`src/rtl/fetch_queue.sv`:
```
// fetch_queue: IF->ID instruction buffer with valid/ready handshake; flush empties it and NOP is driven while empty
module fetch_queue #(
  parameter int DEPTH = 2,
  parameter logic [31:0] NOP = 32'h0000_0013
) (
  input  logic                     clk,
  input  logic                     rst,
  input  logic                     in_valid,
  input  logic [31:0]              in_pc,
  input  logic [31:0]              in_instruction,
  output logic                     in_ready,
  input  logic                     flush,
  output logic                     out_valid,
  output logic [31:0]              out_pc,
  output logic [31:0]              out_instruction,
  input  logic                     out_ready,
  output logic [$clog2(DEPTH):0]   count
);
  localparam int AW = $clog2(DEPTH);
  localparam logic [AW:0] FULL = (AW + 1)'(DEPTH);
  logic [AW-1:0] wr_ptr, rd_ptr;
  logic [31:0] pc_mem [DEPTH];
  logic [31:0] ins_mem [DEPTH];
  logic push, pop;
  assign in_ready = count != FULL;
  assign out_valid = count != '0;
  assign push = in_valid & in_ready & ~flush;
  assign pop = out_valid & out_ready & ~flush;
  assign out_pc = out_valid ? pc_mem[rd_ptr] : '0;
  assign out_instruction = out_valid ? ins_mem[rd_ptr] : NOP;
  // storage is never cleared; only pointers and occupancy are reset
  always_ff @(posedge clk) begin
    if (push) begin
      pc_mem[wr_ptr] <= in_pc;
      ins_mem[wr_ptr] <= in_instruction;
    end
  end
  always_ff @(posedge clk or posedge rst) begin
    if (rst) begin
      wr_ptr <= '0;
      rd_ptr <= '0;
      count <= '0;
    end else if (flush) begin
      wr_ptr <= '0;
      rd_ptr <= '0;
      count <= '0;
    end else begin
      wr_ptr <= wr_ptr + AW'(push);
      rd_ptr <= rd_ptr + AW'(pop);
      count <= count + (AW + 1)'(push) - (AW + 1)'(pop);
    end
  end
endmodule
```
`config.mk`:
```
export PLATFORM = sky130hd
export DESIGN_NAME = fetch_queue
export DESIGN_NICKNAME = d
export VERILOG_FILES = /design/src/rtl/fetch_queue.sv
export SDC_FILE = /design/constraint.sdc
export NUM_CORES = 1
export LEC_CHECK = 0
export ABC_AREA = 1
export CAP_MARGIN = 30
export CORE_MARGIN = 1
export CORE_UTILIZATION = 52
export DETAILED_ROUTE_END_ITERATION = 8
export PLACE_DENSITY = 0.83
export REMOVE_ABC_BUFFERS = 1
export SYNTH_ARGS = -nofsm -noshare
export SYNTH_HDL_FRONTEND = slang
export SYNTH_SLANG_ARGS = --single-unit
```
`constraint.sdc`:
```
create_clock -name clk -period 5 [get_ports clk]
set_input_delay 1 -clock clk [delete_from_list [all_inputs] [get_ports clk]]
set_output_delay 1 -clock clk [all_outputs]
set_load 0.1 [all_outputs]
```
==> results of run 1 <==
[routing by layer]
layer,vias up,GRT usage,part of all wire
met3,10,0.0506,0.055
li1,1594,-,-
met2,117,0.371,0.54
met1,1651,0.255,0.40
met4,0,0.100,0.011
met5,-,0,0
[area by class of cell]
cell class | count | share of cell area
Clock buffer | 17 | 0.0598
Clock inverter | 13 | 0.0233
Inverter | 11 | 0.00596
Multi-Input combinational cell | 212 | 0.137
Sequential cell | 132 | 0.570
Tap cell | 129 | 0.0233
Timing Repair Buffer | 139 | 0.180
[state kept, by name (all words and copies together) (netlist names)]
name and cells:
pc_mem 64, wr_ptr 1, rd_ptr 1, count 2, ins_mem 64
[cells in the mapped netlist (3+ instances only)]
cell / count
inv_1: 8
buf_4: 6
edfxtp_1: 128
dfrtp_1: 4
nor2_1: 4
a21oi_1: 62
ha_1: 4
inv_2: 3
buf_6: 6
buf_2: 7
nand2_1: 134
nand3_1: 6
[logic make-up after synthesis]
| group | after synthesis | synth area share |
|---|---|---|
| AOI/OAI and AO/OA | 62 | 0.0613 |
| adders and majority gates | 4 | 0.00989 |
| buffers and inverters | 31 | 0.0381 |
| DFF | 132 | 0.779 |
| and+or+nand+nor | 146 | 0.112 |
[path summary, 6_finish.rpt]
check | end | cells after the start | from
worst max-delay path | out_valid | 3 | count[0]
worst min-delay path | count[0] | 3 | count[0]
worst max register to register | ins_mem[0][2] | 5 | count[0]
worst min register to register | count[0] | 3 | count[0]
max in group asynchronous | rd_ptr | 2 | rst
min in group asynchronous | count[1] | 2 | rst
[placed cells by master, fill, tap and decap left out]
cell type / instances
a21oi_1: 62
nand3_1: 6
buf_12: 2
inv_2: 3
inv_1: 8
clkdlybuf4s50_1: 72
dfrtp_1: 3
clkinv_4: 3
nand4_1: 1
nand2_1: 134
bufinv_16: 3
nor2_1: 4
clkinvlp_4: 3
buf_4: 65
nand2_4: 1
ha_1: 2
clkbuf_16: 16
clkinv_2: 2
clkbuf_8: 1
dfrtp_2: 1
inv_6: 1
clkinv_1: 1
edfxtp_1: 128
ha_4: 2
[worst max-delay path, stage by stage, from the launching register on]
cell	delay, ns
dfrtp_1	0.37
inv_1	0.09
nand2_4	0.11
clkdlybuf4s50_1	1.14
[through the flow]
stage | total power, mW | std cells | hold slack [ns]
6_report | 3.70 | 653 | 0.664
5_1_grt | 3.82 | 653 | 0.691
4_1_cts | 3.73 | 653 | 0.668
3_5_place_dp | 2.54 | 623 | 0.656
3_3_place_gp | 2.51 | 621 | 0.656
2_1_floorplan | 2.23 | 355 | 0.595
[power by group]
group | total, mW | internal [mW] | switching, mW
sequential | 1.29 | 1.28 | 0.0155
combinational | 1.23 | 0.241 | 0.984
clock | 1.18 | 0.753 | 0.431
total | 3.70 | 2.27 | 1.43
==> metrics, run 1 <==
outcome=completed; Slew @ Worst Pin=0.963 ns; Final ANT Viol Nets=0; Max Clk Rate=a little over 300 MHz; Hold Vio Cnt, Final=0; I/O pin total=137; Via density=slightly above 5; Die H=between 100 and 150 µm; Synth area leader=edfxtp_1; GPL Wtd Cong=roughly 0.75; Multi-input gate area=~950 µm²; drt total wl=~10 mm; max-cap check violation count=0; RSZ-0062 raised after global routing=no; Filler cells=~620; share of the synthesized area in the top cell type=0.759; CP arrival=~2.2 ns; Seq. cell area=around 4000 µm²; buffers inserted by post-CTS timing repair=0; Die ar.=10100 µm²; Row Count=35; Post-Syn Area=around 5000 µm²; vias post-DR=approximately 3400; worst min path class=reg -> reg; Crit Path Max Fanout=7; placed cell areas=roughly 6300 µm²; number of synthesized register bits=roughly 130; critical path class=reg -> out; Final Net Count=a little under 600; Yosys warnings=0; Ant. Diodes=0; CTS root buffer=clkbuf_8; synthesized area per cell=13.5 µm²; drt wl/cell=between 15 and 20 µm; min Tclk post-route=3.21 ns; input/output buffers=between 100 and 150; ys async rst share=0.0303; Clock Pin Slew Worst Setup and Hold Paths=around 0.060 ns; pwr dens=approximately 530 nW/µm²; fin crit share=0.642; initial antenna violation count=0; max_slew headroom=0.356; Max IR drop VDD=approximately 370 µV; grt ovf=0; Clock Sinks=roughly 130; Data required, critical path=~4 ns; number of synthesized flops with an enable pin=128; core area=around 9300 µm²; reg2reg setup slack=between 3 and 4 ns; CP startpoint kind=flip-flop; count of cell types in the netlist=15; maximum number of pins on one net before global-route repair=66; total CTS buffers=17; Lkg Pwr=about 2.6 nW; total track usage=0.215; die width=roughly 100 µm; later-pin clock latency in the skew report=0.50 ns; Setup Skew=roughly 0.0091 ns; top cells by area, synth=edfxtp_1 76%, nand2_1 9.9%, a21oi_1 6.1%, dfrtp_1 2.0%, buf_6 1.3%; # H-tree levels=4; Critical Path End Type=primary output; Detailed Place HPWL=around 6.4 mm; P&R area growth vs syn=36.8%; TritonCTS clock tree=built; DRC Markers=0; top_reg_cell synth=edfxtp_1; vias in the first global route=~3400; Setup WS post-layout=1.79 ns; layout cells sized above 1=0.197; Post-CTS Hold Fix Bufs=0; pre-CTS setup slack=1.88 ns; DRT iter0 DRCs=~200; register area share after synthesis=0.779; total negative slack=0 ns; Final setup viols=0; Post-Synthesis Cells=375; Final Core Density=0.742; post-cts sizing count=0; first-pass GRT wire length=between 15 and 20 mm; DRT Pass-1 Iters=5; Starting Density=0.543; maximum clock path buffer count=2; final non-filler cell area=between 6000 and 7000 µm²; max-slew violation count=0
(Power assumes the default switching activity.)
==> inputs of run 2 (changes only) <==
- CORE_UTILIZATION: 52 -> 43
- PLACE_DENSITY: 0.83 -> 0.73
- clock period: 5 -> 2.6 ns (I/O delays scaled with it)
==> run 2 against run 1 <==
  * Count of clock-buffer cells in the layout is 1 higher
  * First-iteration DRC count shrank 18%
  * Clock power is 94% higher
  * Combinational power is 140% higher
  * Utilization is 5.9 points lower
  * Wire length rose by 1.0%
  * Critical path depth grew 2
  * Worst hold slack got worse by 0.35 ns
  * Global-route usage decreased by 3.7 points
  * Power grew 110%
  * Critical endpoint is now out_instruction[5]
==> metrics, run 2 (synthesis results as in run 1) <==
outcome=completed; Final ANT Viol Nets=0 (unchanged); Worst Reg-to-Reg Cells=6 (+1); I/O pin total=137 (unchanged); Worst setup startpoint=rd_ptr; Final Non-Filler Cells=675 (+3.4%); TritonCTS clock tree=built; Setup Skew=0.00658 ns (-0.00253 ns); P&R area growth vs syn=54.7%; Pwr Total=7.70 mW (+110%); DRC Markers=0 (unchanged); min Tclk post-route=around 2.5 ns; Hold Vio Cnt, Final=0 (unchanged); CTS root buffer=clkbuf_16; Worst Setup EP=out_instruction[5]; maximum clock path buffer count=2 (unchanged); final non-filler cell area=7830 µm² (+13%); Final Core Density=0.683 (-0.0593); worst min path class=in -> async; pwr dens=983 nW/µm² (+84%); biggest registers after layout=ins_mem (64), pc_mem (64), count (2); total CTS buffers=17 (unchanged); placed cell areas=7210 µm² (+14%); Via density=4.93 (-4.4%); CP startpoint kind=flip-flop; critical path class=reg -> out; grt ovf=0 (unchanged); hold_ws=0.310 ns (-0.354 ns); DRT Pass-1 Iters=4 (-1); met2 wire len=5.52 mm (-1.2%); later-pin clock latency in the skew report=0.40 ns (-0.10 ns); CP max stage delay=0.60 ns (-0.54 ns); Detailed Place HPWL=7.01 mm (+9.0%); max_slew headroom=0.776 (+0.420); max-slew violation count=0 (unchanged); worst-path cell chain=inv_2 > buf_6 > nand2_1 > a21oi_1 > buf_12; vias post-DR=3331 (-1.2%); Highest Signal Layer=met4; input/output buffers=136 (unchanged); Starting Density=0.441 (-0.101); Critical-path top delay cell=dfrtp_4; GPL Wtd Cong=0.737 (-1.2%); vias in the first global route=3362 (-1.3%); Multi-input gate area=970 µm² (+2.0%); buffers inserted by post-CTS timing repair=0 (unchanged); maximum number of pins on one net before global-route repair=45 (-32%); DRT iter0 DRCs=168 (-18%); most frequent cells in the layout=134 x nand2_1, 128 x edfxtp_1, 68 x clkdlybuf4s50_1, 67 x buf_12, 57 x a21oi_1; Die H=111 µm (+9.8%); Row Count=39 (+11%); RSZ-0062 raised after global routing=no; Filler cells=771 (+25%); Post-CTS Hold Fix Bufs=0 (unchanged); M1 WL=4.36 mm (+4.9%); fin crit share=0.965; FF-to-FF Start=count[0]; Max IR drop VDD=688 µV (+88%); drt total wl=10.5 mm (+1.0%); r2r endpoint=pc_mem[0][11]; reg2reg setup slack=0.98 ns (-2.04 ns); placed cells=643 (+3.2%); Lkg Pwr=2.88 nW (+9.7%); Max Clk Rate=398 MHz; Final setup viols=0 (unchanged); die width=111 µm (+9.8%); DR WL met3=536 µm (-5.8%); Ant. Diodes=0 (unchanged); max-cap check violation count=0 (unchanged); # H-tree levels=4 (unchanged); layout cells sized above 1=0.224 (+0.0271); CP arrival=1.99 ns (-0.22 ns); first-pass GRT wire length=16.5 mm (+3.6%); Die ar.=12200 µm² (+21%); core area=11500 µm² (+23%); commonest non-fill, non-tap cell in the layout=nand2_1; Final Net Count=592 (+1.0%); Clock Pin Slew Worst Setup and Hold Paths=0.05 ns (about the same); drt wl/cell=15.6 µm (-2.3%); Crit Path Max Fanout=31 (+24); Slew @ Worst Pin=0.337 ns (-0.626 ns); total track usage=0.177 (-0.0371); Critical Path End Type=primary output; Data required, critical path=2.08 ns (-1.92 ns); initial antenna violation count=0 (unchanged); Clock Sinks=132 (unchanged); Seq. cell area=3950 µm² (about the same)
## run 2: how the worst min path moves through the flow
stage	from	end	cells past startpoint
after detailed placement	count[0]	count[0]	3
after floorplan	rst	count[0]	1
after global placement	count[0]	count[0]	3
final	rst	count[0]	2
after global routing	rst	count[0]	2
after CTS	rst	count[0]	2
## run 2: where the power goes
group | internal [mW] | switching (mW) | leakage, nW
logic | 0.915 | 1.99 | 1.37
registers | 2.45 | 0.0446 | 1.23
clock network | 1.42 | 0.874 | 0.279
## run 2: metal layers
metal  track usage  vias up
li1              -     1608
met1         0.209     1600
met2         0.310      114
met3        0.0477        9
met4        0.0676        0
met5             0        -
## run 2: stage by stage
| stage | setup TNS (ns) | setup slack, ns |
|---|---|---|
| 4_1_cts | 0 | 0.0000449 |
| 5_1_grt | 0 | 0.00261 |
| 3_5_place_dp | 0 | 0.377 |
| 2_1_floorplan | -282.73 | -1.56 |
| 3_3_place_gp | 0 | 0.438 |
| 6_report | 0 | 0.0899 |
## run 2: final cells by class
class                      count  area share
clock buffer                  18      0.0548
multi-input combinational    212       0.124
sequential                   132       0.504
timing repair buffer         145       0.269
clock inverter                14      0.0197
inverter                      11     0.00559
tap                          143      0.0228
## run 2: timing repair
item / in CTS / in global routing
setup endpoints to repair: 2 / 53
gates resized for setup: 2 / 9
endpoints found under the hold margin: 0 / 0
pin swaps: 0 / 0
gates cloned: 0 / 0
## run 2: worst max-delay path, delay by kind of cell, from the launching register on
family / cells / cell delay [ns]
simple gates: 1 / 0.09
compound gates: 1 / 0.30
buf+inv: 3 / 0.59
flops: 1 / 0.60
==> inputs of run 3 (changes only) <==
- ABC_AREA: 1 -> not set
==> run 3 against run 2 <==
  * Critical path depth shrank 1
  * Power increased by 9.7%
  * Wire length down 5.9%
  * Die area grew 0.41%
  * Maximum frequency rose by 6.2%
  * Worst hold slack got worse by 0.0026 ns
  * Utilization rose by 1.0 points
  * Sequential share of layout area fell by 0.75 points
  * Synthesized area is 0.42% higher
==> metrics, run 3 <==
outcome=completed; max_slew headroom=0.753 (-0.0227); most common cell in the synthesized netlist=edfxtp_1; layout cells sized above 1=0.243 (+0.0198); DRT Pass-1 Iters=4 (unchanged); Crit Path Max Fanout=22 (-29%); Setup WS post-layout=0.235 ns (+0.146 ns); worst-path cell chain=buf_4 > mux2i_1 > nor2_1 > buf_12; total negative slack=0 ns (unchanged); TritonCTS clock tree=built; register area share after synthesis=0.776 (-0.00326); DRC Markers=0 (unchanged); vias post-DR=2935 (-12%); FF-to-FF Start=count[0]; biggest registers after layout=ins_mem (64), pc_mem (64), count (2); most frequent cells in the layout=128 x edfxtp_1, 69 x buf_12, 68 x clkdlybuf4s50_1, 65 x nor2_1, 64 x mux2i_1; Slew @ Worst Pin=0.370 ns (+0.0330 ns); Hold Vio Cnt, Final=0 (unchanged); Starting Density=0.443 (+0.00185); I/O pin total=137 (unchanged); pwr dens=1060 nW/µm² (+8.0%); CP arrival=1.84 ns (-0.15 ns); input/output buffers=136 (unchanged); Data required, critical path=2.08 ns (about the same); DRT iter0 DRCs=81 (-52%); Synth area leader=edfxtp_1; vias in the first global route=2977 (-11%); buffers inserted by post-CTS timing repair=0 (unchanged); commonest non-fill, non-tap cell in the layout=edfxtp_1; RSZ-0062 raised after global routing=no; critical path class=reg -> out; P&R area growth vs syn=56.4%; M1 WL=4.03 mm (-7.6%); max-cap check violation count=0 (unchanged); Max Clk Rate=423 MHz (+6.2%); maximum clock path buffer count=2 (unchanged); drt wl/cell=16.4 µm (+5.4%); Worst setup startpoint=rd_ptr; share of the synthesized area in the top cell type=0.756 (-0.00318); number of synthesized register bits=132 (unchanged); pre-CTS setup slack=0.337 ns (-0.0408 ns); Max IR drop VDD=745 µV (+8.3%); number of synthesized flops with an enable pin=128 (unchanged); Worst Reg-to-Reg Cells=4 (-2); Lkg Pwr=2.78 nW (-3.3%); Final Net Count=520 (-12%); synthesized area per cell=17.3 µm² (+28%); Final setup viols=0 (unchanged); worst path bufs/invs=2 (-1); die width=111 µm (+0.20%); Die ar.=12300 µm² (+0.41%); r2r endpoint=pc_mem[1][6]; later-pin clock latency in the skew report=0.39 ns (about the same); Critical Path End Type=primary output; Post-CTS Hold Fix Bufs=0 (unchanged); GPL Wtd Cong=0.700 (-5.0%); DR WL met3=510 µm (-4.9%); worst min path class=in -> async; Ant. Diodes=0 (unchanged); min Tclk post-route=2.36 ns (-0.146 ns); ys async rst share=0.0303 (unchanged); Highest Signal Layer=met4; Worst Setup EP=out_pc[26]; # H-tree levels=4 (unchanged); Clock Sinks=132 (unchanged); CP max stage delay=0.47 ns (-0.13 ns); max-slew violation count=0 (unchanged); fin crit share=0.909 (-0.0560); total track usage=0.168 (-0.00972); crit-path leading delay family=buffers and inverters; Via density=4.87 (-1.4%); number of cells on the critical path=4 (-1); Post-synth top cells=128 x edfxtp_1, 65 x nor2_1, 64 x mux2i_1, 7 x buf_2, 5 x buf_6; Post-Synthesis Cells=294 (-22%); final non-filler cell area=7950 µm² (+1.5%); CTS root buffer=clkbuf_16; placed cell areas=7330 µm² (+1.7%); CP startpoint kind=flip-flop; reg2reg setup slack=0.83 ns (-0.15 ns); Row Count=39 (unchanged); Setup Skew=0.00850 ns (+0.00192 ns); met2 wire len=5.28 mm (-4.3%); Critical-path top delay cell=dfrtp_4; Final ANT Viol Nets=0 (unchanged); core area=11500 µm² (unchanged); Yosys warnings=0 (unchanged); count of cell types in the netlist=18 (+3); Die H=111 µm (+0.20%); post-cts sizing count=0 (-2); first-pass GRT wire length=15.4 mm (-6.7%); total CTS buffers=17 (unchanged); drt total wl=9.91 mm (-5.9%); top cells by area, synth=edfxtp_1 76%, mux2i_1 13%, nor2_1 4.8%, dfrtp_1 2.0%, buf_6 1.1%; Post-Syn Area=5080 µm² (+0.42%); Detailed Place HPWL=6.74 mm (-3.9%); maximum number of pins on one net before global-route repair=42 (-6.7%); initial antenna violation count=0 (unchanged); Clock Pin Slew Worst Setup and Hold Paths=0.05 ns (about the same); grt ovf=0 (unchanged); top_reg_cell synth=edfxtp_1
## run 3: final cells by class
class                      count  area [µm²]
inverter                       4        15.0
fill                         763        3520
clock buffer                  19         433
timing repair buffer         147        2140
tap                          143         179
multi-input combinational    145        1060
clock inverter                13         183
sequential                   132        3950
## run 3: worst min-delay path by stage
stage | from | to | slack, ns | depth (start not counted)
after floorplan | rst | count[0] | 0.29 | 1
after global placement | wr_ptr | wr_ptr | 0.69 | 3
after detailed placement | wr_ptr | wr_ptr | 0.71 | 3
after CTS | rst | count[0] | 0.30 | 2
after global routing | rst | rd_ptr | 0.32 | 2
final | rst | count[0] | 0.31 | 2
## run 3: report_power, final
group / switching (mW) / internal, mW / leakage, nW / total, mW
registers: 0.0449 / 2.47 / 1.23 / 2.51
clock network: 0.830 / 1.60 / 0.293 / 2.43
logic: 2.33 / 1.17 / 1.27 / 3.50
## run 3: layer usage
layer  vias up  GRT usage
li1       1397          -
met5         -          0
met1      1431      0.197
met3         8     0.0508
met4         0     0.0613
met2        99      0.291
## run 3: kinds of logic (layout without fill, tap and decap cells)
family	after synthesis	in the layout	synth area share
flip-flops	132	132	0.776
AND/OR/NAND/NOR	74	74	0.0583
multiplexers	65	65	0.128
buffers and inverters	17	183	0.0224
adder cells (fa/ha/maj)	4	4	0.00985
AO/OA/AOI/OAI	1	1	0.000984
XOR/XNOR	1	1	0.00443
## run 3: metrics by stage
stage / util / cells / hold WS [ns] / power (mW)
floorplan: - / 281 / 0.286 / 4.76
global placement: 0.640 / 571 / 0.691 / 6.04
detailed placement: 0.640 / 571 / 0.709 / 6.07
CTS: 0.693 / 603 / 0.297 / 8.52
global route: 0.693 / 603 / 0.324 / 8.68
finish: 0.693 / 603 / 0.308 / 8.44
